--- src/rtl/sparse_pkg.sv ---
// Shared definitions for the sparse SerDes link: frame-decoder states and
// lane-word/field-width helpers used by both the serializer and the deserializer.
package sparse_pkg;

  typedef enum logic [2:0] {
    IDLE,
    HDR,
    IDX,
    VAL,
    DONE
  } rx_state_e;

  // Width of the lane-word count inputs; supports fields up to 15 lane words.
  localparam int K_W = 4;

  function automatic int lane_words(input int width, input int lane_w);
    return (width + lane_w - 1) / lane_w;
  endfunction

  function automatic int cnt_width(input int n);
    return $clog2(n + 1);
  endfunction

  function automatic int idx_width(input int n);
    return (n > 1) ? $clog2(n) : 1;
  endfunction

endpackage

--- src/rtl/sparse_field_collector.sv ---
// Shift-assembles one multi-word field from lane words, LSB word first.
// done and field are combinational with the final accepted word.
module sparse_field_collector
  import sparse_pkg::*;
#(
  parameter int LANE_W = 4,
  parameter int MAX_W  = 8
) (
  input  logic                                          clk,
  input  logic                                          rst,
  input  logic                                          in_valid,
  input  logic                                          start,
  input  logic [LANE_W-1:0]                             data,
  input  logic [K_W-1:0]                                k,
  output logic                                          done,
  output logic [lane_words(MAX_W, LANE_W)*LANE_W-1:0]   field
);

  localparam int KMAX    = lane_words(MAX_W, LANE_W);
  localparam int FIELD_W = KMAX * LANE_W;

  logic [K_W-1:0]     wcnt;
  logic [K_W-1:0]     pos;
  logic [FIELD_W-1:0] acc;

  // NOTE: every always_comb output gets a value before any branch so no latch is inferred.
  always_comb begin
    pos   = start ? '0 : wcnt;
    field = start ? '0 : acc;
    for (int i = 0; i < KMAX; i++) begin
      if (pos == K_W'(i)) field[i*LANE_W +: LANE_W] = data;
    end
    done = in_valid && (pos + K_W'(1) == k);
  end

  // NOTE: sequential state uses non-blocking assignments so all registers update together.
  always_ff @(posedge clk or posedge rst) begin
    if (rst) begin
      wcnt <= '0;
      acc  <= '0;
    end else if (in_valid) begin
      if (done) begin
        wcnt <= '0;
        acc  <= '0;
      end else begin
        wcnt <= pos + K_W'(1);
        acc  <= field;
      end
    end
  end

endmodule

--- src/rtl/sparse_deser_rx.sv ---
// Sparse-link receive deframer: decodes (count, {index, value}*) frames from
// the lane stream into a dense vector offered on a valid/ready port.
module sparse_deser_rx
  import sparse_pkg::*;
#(
  parameter int N      = 16,
  parameter int VAL_W  = 8,
  parameter int LANE_W = 4
) (
  input  logic                 clk,
  input  logic                 rst,
  input  logic                 s_valid,
  output logic                 s_ready,
  input  logic [LANE_W-1:0]    s_data,
  input  logic                 s_sof,
  output logic                 out_valid,
  input  logic                 out_ready,
  output logic [N*VAL_W-1:0]   out_vec,
  output logic                 out_bad,
  output logic                 err,
  output logic [7:0]           err_cnt
);

  localparam int IDX_W   = idx_width(N);
  localparam int CNT_W   = cnt_width(N);
  localparam int K_CNT   = lane_words(CNT_W, LANE_W);
  localparam int K_IDX   = lane_words(IDX_W, LANE_W);
  localparam int K_VAL   = lane_words(VAL_W, LANE_W);
  localparam int MAX_CI  = (CNT_W > IDX_W) ? CNT_W : IDX_W;
  localparam int MAX_W   = (VAL_W > MAX_CI) ? VAL_W : MAX_CI;
  localparam int FIELD_W = lane_words(MAX_W, LANE_W) * LANE_W;

  rx_state_e          state, next_state;
  logic               accept, cnt_phase;
  logic               col_in, col_start, col_done;
  logic [K_W-1:0]     col_k;
  logic [FIELD_W-1:0] field;
  logic [FIELD_W-1:0] idx_q;
  logic [CNT_W-1:0]   rem;
  logic               err_set, bad_set, load_rem, dec_rem, latch_idx, write_en;

  sparse_field_collector #(
    .LANE_W (LANE_W),
    .MAX_W  (MAX_W)
  ) u_collector (
    .clk      (clk),
    .rst      (rst),
    .in_valid (col_in),
    .start    (col_start),
    .data     (s_data),
    .k        (col_k),
    .done     (col_done),
    .field    (field)
  );

  assign accept    = s_valid & s_ready;
  assign col_in    = accept && (state != IDLE || s_sof);
  assign col_start = accept && s_sof;
  // A sof word always begins a count field, whatever state it arrives in.
  assign cnt_phase = s_sof || state == IDLE || state == HDR;
  assign col_k     = cnt_phase ? K_W'(K_CNT) : (state == IDX) ? K_W'(K_IDX) : K_W'(K_VAL);
  assign out_valid = (state == DONE);

  always_comb begin
    next_state = state;
    err_set    = 1'b0;
    bad_set    = 1'b0;
    load_rem   = 1'b0;
    dec_rem    = 1'b0;
    latch_idx  = 1'b0;
    write_en   = 1'b0;
    if (col_start) begin
      next_state = HDR;
      if (state != IDLE) err_set = 1'b1;
    end
    if (col_done) begin
      if (cnt_phase) begin
        if (field == '0) begin
          next_state = DONE;
        end else if (field > FIELD_W'(N)) begin
          next_state = IDLE;
          err_set    = 1'b1;
          bad_set    = 1'b1;
        end else begin
          next_state = IDX;
          load_rem   = 1'b1;
        end
      end else if (state == IDX) begin
        next_state = VAL;
        latch_idx  = 1'b1;
      end else if (state == VAL) begin
        dec_rem = 1'b1;
        if (idx_q < FIELD_W'(N)) begin
          write_en = 1'b1;
        end else begin
          err_set = 1'b1;
          bad_set = 1'b1;
        end
        next_state = (rem == CNT_W'(1)) ? DONE : IDX;
      end
    end
    if (state == DONE && out_ready) next_state = IDLE;
  end

  // NOTE: the dense vector is a plain register, not a RAM, so it is reset along with the control state.
  always_ff @(posedge clk or posedge rst) begin
    if (rst) begin
      state   <= IDLE;
      s_ready <= 1'b1;
      out_vec <= '0;
      out_bad <= 1'b0;
      err     <= 1'b0;
      err_cnt <= '0;
      idx_q   <= '0;
      rem     <= '0;
    end else begin
      state   <= next_state;
      s_ready <= (next_state != DONE);
      err     <= err_set;
      if (err_set && err_cnt != 8'hFF) err_cnt <= err_cnt + 8'd1;
      if (latch_idx) idx_q <= field;
      if (load_rem) rem <= field[CNT_W-1:0];
      else if (dec_rem) rem <= rem - CNT_W'(1);
      if (col_start) begin
        out_vec <= '0;
        out_bad <= 1'b0;
      end
      if (write_en) out_vec[idx_q[IDX_W-1:0]*VAL_W +: VAL_W] <= field[VAL_W-1:0];
      if (bad_set) out_bad <= 1'b1;
    end
  end

endmodule
--- config.mk ---
export PLATFORM = sky130hd
export DESIGN_NAME = sparse_deser_rx
export DESIGN_NICKNAME = d
export VERILOG_FILES = /design/src/rtl/sparse_pkg.sv /design/src/rtl/sparse_field_collector.sv /design/src/rtl/sparse_deser_rx.sv
export SDC_FILE = /design/constraint.sdc
export NUM_CORES = 1
export LEC_CHECK = 0
export CORE_ASPECT_RATIO = 0.9
export CORE_UTILIZATION = 52
export DETAILED_ROUTE_END_ITERATION = 16
export PLACE_DENSITY = 0.8
export SLEW_MARGIN = 10
export SYNTH_ARGS = -nofsm -noshare
export SYNTH_HDL_FRONTEND = slang
export SYNTH_SLANG_ARGS = --single-unit
--- constraint.sdc ---
create_clock -name clk -period 6.13 [get_ports clk]
set_clock_uncertainty 0.15 [all_clocks]
set_input_delay 0.613 -clock clk [delete_from_list [all_inputs] [get_ports clk]]
set_output_delay 0.613 -clock clk [all_outputs]
set_load 0.05 [all_outputs]
### After elaboration in Yosys (flattened, before gate mapping)

Cells that the tools add are included.

* bits of input ports: 9
* RAM bits: 0
* memories kept: 0
* latch bits: 0
* word-level logic and storage cells: 98
* output and inout port bits: 140
* ROM bits: 0
* register bits: 167

* add/subtract/negate cells: 4
* mux-type cells: 56
* magnitude comparators: 2
* equality and inequality tests: 9
* reductions and logical operators: 14
* div/mod/pow operators: 0
* shift-type cells: 2
* $mul: 0
* bitwise gates (word level): 1

Operator list (count)
* 2-to-1 mux 128 bit: 2
* bitwise mux 128 bit: 1
* variable shift 8 x 34 -> 128 bit, first input constant: 1
* variable part select 8 x 34 -> 128 bit: 1
* 2-to-1 mux 1 bit: 34
* negator 7 -> 34 bit: 1
* 2-to-1 mux 3 bit: 8
* 2-to-1 mux 4 bit: 4
* 2-to-1 mux 8 bit: 2
* 2-to-1 mux 5 bit: 2
* adder 8 x 1 -> 8 bit, second input constant: 1
* > comparator 8 x 5 -> 1 bit, second input constant: 1
* zero test 8 bit: 1
* < comparator 8 x 5 -> 1 bit, second input constant: 1
* inequality test 8 bit, second input constant: 1
* equality test 3 x 2 -> 1 bit, second input constant: 2
* 2-to-1 mux 2 bit: 3
* equality test 5 x 1 -> 1 bit, second input constant: 1
* logical AND 1 bit: 5
* subtractor 5 x 1 -> 5 bit, second input constant: 1
* adder 4 x 1 -> 4 bit, second input constant: 1
* equality test 4 x 1 -> 1 bit, second input constant: 1
* equality test 4 x 2 -> 1 bit: 1
* zero test 4 bit: 1
* other kinds (8): 11

### Logic depth before layout (Yosys ltp)

Gate-level depths: netlist (run 1).

* depth after elaboration: 12
* mapped depth: 13
* depth with buffers taken out: 9

### Hierarchy

From an unflattened synthesis (run 1), not the netlist that was laid out.

* cell total of the unflattened synthesis: 720
* area total of the unflattened synthesis: 7529.7 µm²

By module, submodules not included
* sparse_deser_rx: area each 6708.9 µm², cells an instance 632, times used 1, sequential area each 3880.0 µm²
* sparse_field_collector: area each 820.8 µm², cells an instance 88, times used 1, sequential area each 300.3 µm²

### Worst setup path after synthesis (run 1)

Ideal clock, no wire load.

* path kind: input to register
* start point: in s_valid
* end point: reg err_cnt[1]
* library setup time: 0.125 ns
* path slack: 2.002 ns
* buffers on the path: 4
* required time: 5.855 ns
* arrival time: 3.853 ns
* cell stages on the path: 12
* path through: nand3_1 -> clkbuf_1 -> clkbuf_1 -> clkbuf_1 -> nand2_1 -> ha_1 -> or4b_4 -> a2111o_1 -> a21o_1 -> clkbuf_1 -> a21boi_0 -> mux2_2

* word-level cells in the longest chain between the ends: 11
* elaborated cells between the ends (all ways): 23
* classes of those cells: add/sub (1); order compare (1); eq/ne (2); mux (12); bitwise (1); reduce/logical (6)

RTL lines
* start: declaration: RTL line sparse_deser_rx.sv:12 `input logic s_valid,`
* bitwise AND 1 bit (*): RTL line sparse_deser_rx.sv:56 `assign accept = s_valid & s_ready;`
* logical AND 1 bit: RTL line sparse_deser_rx.sv:58 `assign col_start = accept && s_sof;`
* 2-to-1 mux 4 bit: RTL line sparse_field_collector.sv:28 `pos = start ? '0 : wcnt;`
* equality test 4 x 1 -> 1 bit or zero test 4 bit (tied branches): RTL line sparse_field_collector.sv:31 `if (pos == K_W'(i)) field[i*LANE_W +: LANE_W] = data;`
* 2-to-1 mux 4 bit: RTL line sparse_field_collector.sv:31
* > comparator 8 x 5 -> 1 bit: RTL line sparse_deser_rx.sv:80 `end else if (field > FIELD_W'(N)) begin`
* 2-to-1 mux 1 bit: RTL line sparse_deser_rx.sv:80
* 2-to-1 mux 1 bit: RTL line sparse_deser_rx.sv:78 `if (field == '0) begin`
* 2-to-1 mux 1 bit: RTL line sparse_deser_rx.sv:77 `if (cnt_phase) begin`
* 2-to-1 mux 1 bit (*): RTL line sparse_deser_rx.sv:76 `if (col_done) begin`
* logical AND 1 bit (*): RTL line sparse_deser_rx.sv:120 `if (err_set && err_cnt != 8'hFF) err_cnt <= err_cnt + 8'd1;`
* end signal: assignment: RTL line sparse_deser_rx.sv:120
* end: declaration: RTL line sparse_deser_rx.sv:21 `output logic [7:0] err_cnt`

Every way passes the cells marked *; elsewhere a longest branch is shown, timed or not.
A chain may end at the register's enable or synchronous reset.

### Worst setup path in the final report (run 1)

* start point: in s_sof
* end point: reg out_vec[69]

* word-level cells in the longest chain between the ends: 7
* elaborated cells between the ends (all ways): 21
* classes of those cells: add/sub (1); eq/ne (2); shift (1); mux (10); reduce/logical (7)

RTL lines
* start: declaration: RTL line sparse_deser_rx.sv:15 `input logic s_sof,`
* logical AND 1 bit or logical OR 1 bit (tied branches): RTL line sparse_deser_rx.sv:58, sparse_deser_rx.sv:60
* 2-to-1 mux 4 bit or logical OR 1 bit (tied branches): RTL line sparse_field_collector.sv:28, sparse_deser_rx.sv:60
* equality test 4 x 1 -> 1 bit, or another cell as far along: RTL line sparse_field_collector.sv:31
* 2-to-1 mux 4 bit or equality test 4 x 2 -> 1 bit (tied branches): RTL line sparse_field_collector.sv:31, sparse_field_collector.sv:33
* variable part select 8 x 34 -> 128 bit or logical AND 1 bit (tied branches): RTL line sparse_deser_rx.sv:128, sparse_field_collector.sv:33
* bitwise mux 128 bit or 2-to-1 mux 1 bit (tied branches): RTL line sparse_deser_rx.sv:128, sparse_deser_rx.sv:76
* 2-to-1 mux 128 bit (*): RTL line sparse_deser_rx.sv:128 `if (write_en) out_vec[idx_q[IDX_W-1:0]*VAL_W +: VAL_W] <= field[VAL_W-1:0];`
* end signal: indexed assignment: RTL line sparse_deser_rx.sv:128
* end: declaration: RTL line sparse_deser_rx.sv:18 `output logic [N*VAL_W-1:0] out_vec,`

Marked as above.

==> flow_metrics.env, run 1 <==
export IMPL_post_route_period_util=0.660
export IMPL_syn_cell_area_um2=7750
export IMPL_r2r_cells=8
export IMPL_hold_violations=0
export IMPL_path_cells="clkdlybuf4s50_1 -> nand3_4 -> and2_1 -> ha_1 -> or4b_4 -> a211oi_4 -> nand3_1 -> nor4_4 -> mux2i_1"
export IMPL_end_kind="flip-flop"
export IMPL_holdPathStages=2
export IMPL_synth_edf_count=0
export IMPL_endpoint="out_vec[69]"
export IMPL_yosys_warnings=0
export IMPL_setup_worst_path_start="s_sof"
export IMPL_ios=149
export IMPL_grt_pass1_vias=6015
export IMPL_overflow=0
export IMPL_required_ns=6.32
export IMPL_die_h_um=118
export IMPL_cp_num_buf_inv=1
export IMPL_track_usage=0.271
export IMPL_die_w_um=131
export IMPL_critical_path_depth=9
export IMPL_crit_arrival_ns=4.24
export IMPL_dieArea_um2=15400
export IMPL_cts_resized_gates=0
export IMPL_cts_htree_levels=4
export IMPL_fp_coreArea_um2=14300
export IMPL_wl_per_cell_um=18.9
export IMPL_clock_path_buffers=2
export IMPL_synth_common_cells="nand2_1, dfrtp_1, mux2i_1, clkbuf_1, nand3_1"
export IMPL_ff2ff_setup_slack_ns=2.41
export IMPL_syn_inst=713
export IMPL_synth_most_common_cell="nand2_1"
export IMPL_yosys_area_top_type="dfrtp_1"
export IMPL_num_antenna_cells=0
export IMPL_cts_root_buf="clkbuf_16"
export IMPL_synthXorXnorAreaFrac=0.0102
export IMPL_grt_pass1_wl_mm=32.0
export IMPL_synth_top_cell_area_share=0.536
export IMPL_dr_pass1_iters=6
export IMPL_rows=41
export IMPL_setup_tns_final_ns=0
export IMPL_leakage_nw=4.08
export IMPL_syn_nets=728
export IMPL_portBuffers=148
export IMPL_postCtsSetupRepairBufs=0
export IMPL_globalplace_congestion=0.877
export IMPL_peakVddDrop_v=0.000271
export IMPL_powerDensity_nw_per_um2=308
export IMPL_synthArstFlopShare=1.00
export IMPL_synth_mux_area_frac=0.170
export IMPL_start_kind="input port"
export IMPL_avgSynthCellArea_um2=10.9
export IMPL_antenna_found_initial=0
export IMPL_drv_slew=0
export IMPL_hpwl_mm=13.8
export IMPL_worstMarginPinSlew_ns=0.984
export IMPL_cpPeakStageDelay_ns=0.71
export IMPL_dp_cells=1022
export IMPL_rsz0062_at_grt="no"
export IMPL_stdcell_count=1053
export IMPL_maxSlewHeadroom=0.344
export IMPL_viasPerCell=5.78
export IMPL_r2r_start="s_ready"
export IMPL_routed_wl_mm=19.9
export IMPL_synth_top_family_by_area="simple AND/OR/NAND/NOR gates"
export IMPL_cts_hold_buf=0
export IMPL_area_growth_pct=28.1
export IMPL_synth_compound_area_frac=0.0657
export IMPL_layout_drive_gt1_share=0.0744
export IMPL_path_delay_family="simple AND/OR/NAND/NOR gates"
export IMPL_fmax_ghz=0.247
export IMPL_critPathMaxFanout=8
export IMPL_crit_type="input port to flip-flop"
export IMPL_reg2reg_to="out_vec[69]"
export IMPL_clkTransAtPathRegs_ns=0.06
export IMPL_cts_sinks=167
export IMPL_status="finished clean"
export IMPL_grt_max_degree=113
export IMPL_clkLatencyLatePin_ns=0.43
export IMPL_vias=6091
export IMPL_synthTopCellsByArea="dfrtp_1, mux2i_1, nand2_1"
export IMPL_synth_fa_ha_area_frac=0.00969
export IMPL_slowest_stage="clkdlybuf4s50_1"
export IMPL_cts_buffers=17
export IMPL_synth_flop_cell="dfrtp_1"
export IMPL_hold_class="flip-flop to flip-flop"
export IMPL_ys_seq_elements=167
export IMPL_num_fill_cells=1096
export IMPL_setup_viol=0
export IMPL_nets=863
export IMPL_fin_crit_ns=4.05
export IMPL_drc=0
export IMPL_floorplan_initialDensity=0.543
export IMPL_maxCapViolCount=0
export IMPL_cts_tree="yes"
export IMPL_dr_first_iter_drc_count=442
export IMPL_ant_nets=0
export IMPL_synth_simple_area_share=0.183
export IMPL_ys_types=55
export IMPL_synth_seq_area_share=0.540
[how the worst min path moves through the flow]
stage,start,end,slack (ns)
6_report,u_collector.acc[4],u_collector.acc[4],0.33
2_1_floorplan,u_collector.acc[4],u_collector.acc[4],0.29
3_3_place_gp,u_collector.acc[4],u_collector.acc[4],0.31
4_1_cts,u_collector.acc[4],u_collector.acc[4],0.33
3_5_place_dp,u_collector.acc[4],u_collector.acc[4],0.31
5_1_grt,u_collector.acc[4],u_collector.acc[4],0.37
[logic make-up after synthesis]
group / count (synthesis)
AOI/OAI and AO/OA: 75
xor gates and xnor gates: 9
adders and majority gates: 6
buffers and inverters: 43
DFF: 167
muxes: 131
and+or+nand+nor: 282
[per-layer routing]
metal	part of all wire	vias to the layer above	global-route usage
met5	0	-	0
met4	0.018	0	0.0826
met3	0.060	45	0.0564
met2	0.49	249	0.429
met1	0.43	3033	0.375
li1	-	2764	-
[report_power, final]
part	total [W]	switching, W	internal [W]
combinational	0.000785	0.000544	0.000241
sequential	0.00128	0.000101	0.00118
clock	0.000991	0.000441	0.000549
total	0.00306	0.00109	0.00197
[registers in the layout (all words and copies together) (netlist names)]
signal            count
err                   1
u_collector.wcnt      4
rem                   5
out_vec             128
state                 3
idx_q                 8
u_collector.acc       8
out_bad               1
err_cnt               8
s_ready               1
[cell type report]
type | count | area (µm²) | area share
sequential | 167 | 4180 | 0.421
multi-input combinational | 503 | 3410 | 0.344
timing repair buffer | 152 | 1510 | 0.152
clock buffer | 21 | 470 | 0.0474
tap | 193 | 241 | 0.0243
clock inverter | 10 | 72.6 | 0.00731
inverter | 7 | 31.3 | 0.00315
[through the flow]
stage               power, W  utilization  hold slack (ns)  area [µm²]  setup slack [ns]
floorplan            0.00183            -            0.290        7750             0.850
global placement     0.00204        0.658            0.307        9380              1.90
detailed placement   0.00207        0.658            0.313        9380              1.72
CTS                  0.00305        0.696            0.327        9920              2.12
global route         0.00318        0.696            0.370        9920              1.93
finish               0.00306        0.696            0.326        9920              2.08
[tightest hold or removal path, stage by stage, from the launching register on]
cell and delay (ns):
dfrtp_1 0.34, nand2_1 0.05, o31ai_1 0.05
[cell usage in the layout, fill, tap and decap left out, types with 5 or more instances in the layout]
cell             instances
o31ai_1                 14
mux2_2                   7
clkdlybuf4s50_1        148
ha_1                     6
clkbuf_16               17
o21ai_0                 18
a21oi_1                 17
and3_1                   8
nand4_1                 10
xor2_1                   8
nor3_1                   8
nor2_1                  14
nor4_4                   7
mux2i_1                124
and2_1                   8
dfrtp_1                166
nand2_1                176
inv_1                    5
nand3_1                 21
Power figures use the tool's default switching activity.
==> run 2: changes to the inputs <==
Settings changed: CORE_UTILIZATION 52 to 47, PLACE_DENSITY 0.8 to 0.76.
Clock period 6.13 ns to 3.3 ns, I/O delays scaled along.
==> run 2 against run 1 <==
Net effect:
- clock power rose by 110%
- critical endpoint is now out_vec[110]
- largest cell class unchanged
- non-clock buffer count rose by 39
- design area rose by 6.5%
==> flow_metrics.env, run 2 (synthesis gave the netlist of run 1 again) <==
export IMPL_clkTransAtPathRegs_ns=0.06
export IMPL_crit_arrival_ns=3.35
export IMPL_ios=149
export IMPL_required_ns=3.49
export IMPL_worstHoldStart="u_collector.acc[4]"
export IMPL_dr_pass1_iters=5
export IMPL_holdPathStages=2
export IMPL_cts_resized_gates=0
export IMPL_cts_tree="yes"
export IMPL_grt_max_degree=168
export IMPL_cts_hold_buf=0
export IMPL_num_fill_cells=1266
export IMPL_critPathMaxFanout=9
export IMPL_dieArea_um2=17000
export IMPL_powerDensity_nw_per_um2=572
export IMPL_routed_wl_mm=19.7
export IMPL_layout_drive_gt1_share=0.121
export IMPL_cts_sinks=167
export IMPL_cp_num_buf_inv=1
export IMPL_vias=6064
export IMPL_floorplan_initialDensity=0.480
export IMPL_path_cells="nand3_4 -> and2_1 -> ha_4 -> or4b_4 -> a211oi_4 -> nand2_4 -> nor4_4 -> buf_12 -> mux2i_1"
export IMPL_reg2reg_to="out_vec[110]"
export IMPL_critical_path_depth=9
export IMPL_top_register="out_vec"
export IMPL_cts_buffers=17
export IMPL_largest_register_ffs=128
export IMPL_overflow=0
export IMPL_leakage_nw=4.37
export IMPL_clock_path_buffers=2
export IMPL_layout_common_cells="nand2_1, dfrtp_1, clkdlybuf4s50_1, mux2i_1, buf_4"
export IMPL_num_antenna_cells=0
export IMPL_fmax_ghz=0.317
export IMPL_rsz0062_at_grt="no"
export IMPL_setup_viol=0
export IMPL_grt_pass1_wl_mm=31.0
export IMPL_dr_first_iter_drc_count=353
export IMPL_worstMarginPinSlew_ns=0.977
export IMPL_area_growth_pct=36.4
export IMPL_maxSlewHeadroom=0.343
export IMPL_r2r_start="s_ready"
export IMPL_hold_violations=0
export IMPL_end_kind="flip-flop"
export IMPL_wl_per_cell_um=17.8
export IMPL_track_usage=0.245
export IMPL_peakVddDrop_v=0.000435
export IMPL_maxCapViolCount=0
export IMPL_ant_nets=0
export IMPL_globalplace_congestion=0.854
export IMPL_fp_coreArea_um2=16100
export IMPL_cts_htree_levels=4
export IMPL_die_w_um=137
export IMPL_nets=902
export IMPL_final_common_cell="nand2_1"
export IMPL_clkLatencyLatePin_ns=0.43
export IMPL_start_kind="flip-flop"
export IMPL_antenna_found_initial=0
export IMPL_path_delay_family="simple AND/OR/NAND/NOR gates"
export IMPL_hold_class="flip-flop to flip-flop"
export IMPL_drv_slew=0
export IMPL_hpwl_mm=13.2
export IMPL_grt_pass1_vias=5824
export IMPL_fin_crit_ns=3.16
export IMPL_viasPerCell=5.48
export IMPL_holdPathEnd="u_collector.acc[4]"
export IMPL_post_route_period_util=0.957
export IMPL_status="finished clean"
export IMPL_slowest_stage="dfstp_2"
export IMPL_cts_root_buf="clkbuf_16"
export IMPL_post_route_util=0.655
export IMPL_drc=0
export IMPL_postCtsSetupRepairBufs=0
export IMPL_ff2ff_setup_slack_ns=0.14
export IMPL_die_h_um=124
export IMPL_rows=44
export IMPL_r2r_cells=9
export IMPL_portBuffers=148
export IMPL_setup_tns_final_ns=0
export IMPL_cpPeakStageDelay_ns=0.58
export IMPL_crit_type="flip-flop to flip-flop"
[run 2: through the flow]
step	area [µm²]	instances	setup slack [ns]	hold slack, ns	total power, W
after floorplan	7860	713	-0.319	0.290	0.00345
after global placement	9940	1075	-0.0845	0.304	0.00395
after detailed placement	9940	1075	-0.172	0.308	0.00397
after CTS	10600	1106	0.128	0.323	0.00606
after global routing	10600	1106	0.00668	0.345	0.00631
final	10600	1106	0.140	0.324	0.00604
[run 2: worst min-delay path: stages, from the launching register on]
cell and delay (ns):
dfrtp_1 0.34, nand2_1 0.05, o31ai_1 0.05
[run 2: worst max-delay path by stage]
stage          slack [ns]           end  startpoint
2_1_floorplan       -0.32  out_vec[104]     s_ready
4_1_cts              0.13   out_vec[90]     s_ready
6_report             0.14  out_vec[110]     s_ready
3_5_place_dp        -0.17   out_vec[90]     s_valid
3_3_place_gp        -0.08   out_vec[74]     s_valid
5_1_grt             0.007   out_vec[79]     s_ready
[run 2: layout make-up]
class / instances / area [µm²] / share of cell area
flip-flops and latches: 167 / 4180 / 0.396
multi-input cells: 503 / 3460 / 0.328
repair buffers: 191 / 2000 / 0.190
clock buffers: 21 / 480 / 0.0455
well taps: 207 / 259 / 0.0245
clock inverters: 10 / 145 / 0.0137
inverters: 7 / 30.0 / 0.00284
[run 2: where the power goes]
part / internal, W / switching [W]
logic: 0.000534 / 0.00105
clock network: 0.00127 / 0.000812
registers: 0.00219 / 0.000182
[run 2: per-layer routing]
layer | part of all wire | wire [µm] | vias up | global-route usage
met5 | 0 | 0 | - | 0
met4 | 0.016 | 320 | 0 | 0.0769
met3 | 0.052 | 1030 | 27 | 0.0631
met2 | 0.46 | 9030 | 179 | 0.370
met1 | 0.47 | 9310 | 3015 | 0.345
li1 | - | - | 2843 | -
==> run 3: changes to the inputs <==
Settings changed: CORE_UTILIZATION 47 to 30, CTS_CLUSTER_SIZE set to 40, PLACE_DENSITY 0.76 to unset.
==> run 3 against run 2 <==
Net effect:
- register-to-register slack improved by 0.04 ns
- global-route usage decreased by 7.3 points
- worst hold slack got worse by 0.056 ns
- via count decreased by 0.25%
- utilization decreased by 23 points
- sequential share of layout area decreased by 0.70 points
- flip-flop and latch count unchanged
- critical path depth increased by 1
- largest power group unchanged
- cell count increased by 13%
- routed wire length increased by 11%
- design area increased by 1.8%
==> flow_metrics.env, run 3 (synthesis gave the netlist of run 1 again) <==
export IMPL_clkTransAtPathRegs_ns=0.07
export IMPL_dr_first_iter_drc_count=477
export IMPL_nets=912
export IMPL_num_fill_cells=2422
export IMPL_grt_pass1_wl_mm=34.9
export IMPL_cts_resized_gates=0
export IMPL_leakage_nw=4.39
export IMPL_grt_max_degree=80
export IMPL_required_ns=3.50
export IMPL_cp_num_buf_inv=2
export IMPL_regArea_um2=4180
export IMPL_portBuffers=148
export IMPL_final_common_cell="nand2_1"
export IMPL_fin_crit_ns=3.11
export IMPL_drv_slew=0
export IMPL_clock_path_buffers=2
export IMPL_path_delay_family="simple AND/OR/NAND/NOR gates"
export IMPL_cpPeakStageDelay_ns=0.59
export IMPL_largest_register_ffs=128
export IMPL_clkPwrFrac=0.317
export IMPL_dr_pass1_iters=5
export IMPL_die_w_um=171
export IMPL_status="finished clean"
export IMPL_r2r_start="s_ready"
export IMPL_rows=55
export IMPL_crit_arrival_ns=3.31
export IMPL_fmax_ghz=0.321
export IMPL_timing_hold_ws_ns=0.268
export IMPL_cts_tree="yes"
export IMPL_hold_class="input port to async pin"
export IMPL_stdcell_area_um2=10800
export IMPL_maxSlewHeadroom=0.448
export IMPL_internal_power_w=0.00381
export IMPL_grt_pass1_vias=6079
export IMPL_cts_sinks=167
export IMPL_die_h_um=154
export IMPL_wl_per_cell_um=17.5
export IMPL_p_total_w=0.00590
export IMPL_routed_wl_mm=22.0
export IMPL_layout_drive_gt1_share=0.129
export IMPL_area_growth_pct=38.8
export IMPL_postCtsSetupRepairBufs=0
export IMPL_overflow=0
export IMPL_hold_violations=0
export IMPL_crit_type="flip-flop to flip-flop"
export IMPL_hpwl_mm=15.5
export IMPL_end_kind="flip-flop"
export IMPL_post_route_period_util=0.944
export IMPL_ios=149
export IMPL_vias=6049
export IMPL_track_usage=0.172
export IMPL_powerDensity_nw_per_um2=549
export IMPL_cts_htree_levels=4
export IMPL_reg2reg_to="out_vec[107]"
export IMPL_start_kind="flip-flop"
export IMPL_p_comb_frac=0.280
export IMPL_antenna_found_initial=0
export IMPL_clkLatencyLatePin_ns=0.43
export IMPL_ff2ff_setup_slack_ns=0.19
export IMPL_seqPwrFrac=0.403
export IMPL_peakVddDrop_v=0.000357
export IMPL_fp_coreArea_um2=25300
export IMPL_dp_cells=1220
export IMPL_top_register="out_vec"
export IMPL_place_area_um2=10200
export IMPL_globalplace_congestion=0.800
export IMPL_rsz0062_at_grt="no"
export IMPL_path_cells="nand3_4 -> and2_1 -> ha_4 -> or4b_4 -> a211oi_4 -> buf_4 -> nand2_4 -> nor4_4 -> buf_12 -> mux2i_1"
export IMPL_multi_input_area_um2=3460
export IMPL_post_route_util=0.426
export IMPL_slowest_stage="dfstp_2"
export IMPL_viasPerCell=4.83
export IMPL_stdcell_count=1252
export IMPL_power_switching_w=0.00209
export IMPL_dieArea_um2=26500
export IMPL_ant_nets=0
export IMPL_critPathMaxFanout=9
export IMPL_setup_viol=0
export IMPL_cts_hold_buf=0
export IMPL_drc=0
export IMPL_floorplan_initialDensity=0.307
export IMPL_cts_root_buf="clkbuf_16"
export IMPL_r2r_cells=10
export IMPL_cts_buffers=17
export IMPL_num_antenna_cells=0
export IMPL_layout_common_cells="nand2_1, dfrtp_1, clkdlybuf4s50_1, mux2i_1, buf_4"
export IMPL_switching_share=0.353
export IMPL_maxCapViolCount=0
export IMPL_worstMarginPinSlew_ns=0.826
-- run 3: changes by cell type in the layout (fill, tap and decap cells not counted), sizes merged --
cell,change
buf,+10
clkinvlp,+1
inv,+2
clkbuf,+2
bufinv,-3
clkinv,-1
-- run 3: per-layer routing --
layer | part of all wire | track usage | routed length, µm
met5 | 0 | 0 | 0
met1 | 0.50 | 0.250 | 10900
met4 | 0.0092 | 0.0442 | 201
met3 | 0.044 | 0.0340 | 971
met2 | 0.45 | 0.259 | 9840
-- run 3: worst max path at each step --
stage | end | slack, ns | cells past startpoint | startpoint
after floorplan | out_vec[104] | -0.32 | 11 | s_ready
after global placement | out_vec[76] | -0.06 | 11 | s_valid
after detailed placement | out_vec[108] | -0.12 | 11 | s_valid
after CTS | out_vec[107] | 0.16 | 10 | s_ready
after global routing | out_vec[90] | 0.03 | 10 | s_ready
final | out_vec[107] | 0.19 | 10 | s_ready
-- run 3: worst reg2reg max path, delay by kind of cell, from the launching register on --
family | cells | cell delay [ns]
multiplexers | 1 | 0.20
AO/OA/AOI/OAI | 1 | 0.21
flip-flops | 1 | 0.59
adder cells (fa/ha/maj) | 1 | 0.25
AND/OR/NAND/NOR | 5 | 1.27
buffers and inverters | 2 | 0.36
-- run 3: power groups by stage --
stage / registers (W) / logic, W / clock network, W
final: 0.00238 / 0.00165 / 0.00187
after global routing: 0.00240 / 0.00181 / 0.00199
after CTS: 0.00237 / 0.00167 / 0.00191
after detailed placement: 0.00241 / 0.00166 / 0
after global placement: 0.00241 / 0.00166 / 0
after floorplan: 0.00250 / 0.000952 / 0
-- run 3: stage by stage --
stage	setup slack, ns	setup TNS [ns]
3_5_place_dp	-0.124	-4.25
4_1_cts	0.156	0
2_1_floorplan	-0.319	-26.11
5_1_grt	0.0278	0
6_report	0.185	0
3_3_place_gp	-0.0611	-1.66
-- run 3: final cells by class --
type | instances | share of cell area
clock buffers | 23 | 0.0444
repair buffers | 201 | 0.196
inverters | 7 | 0.00279
multi-input cells | 503 | 0.322
clock inverters | 9 | 0.00628
well taps | 342 | 0.0398
flip-flops and latches | 167 | 0.389
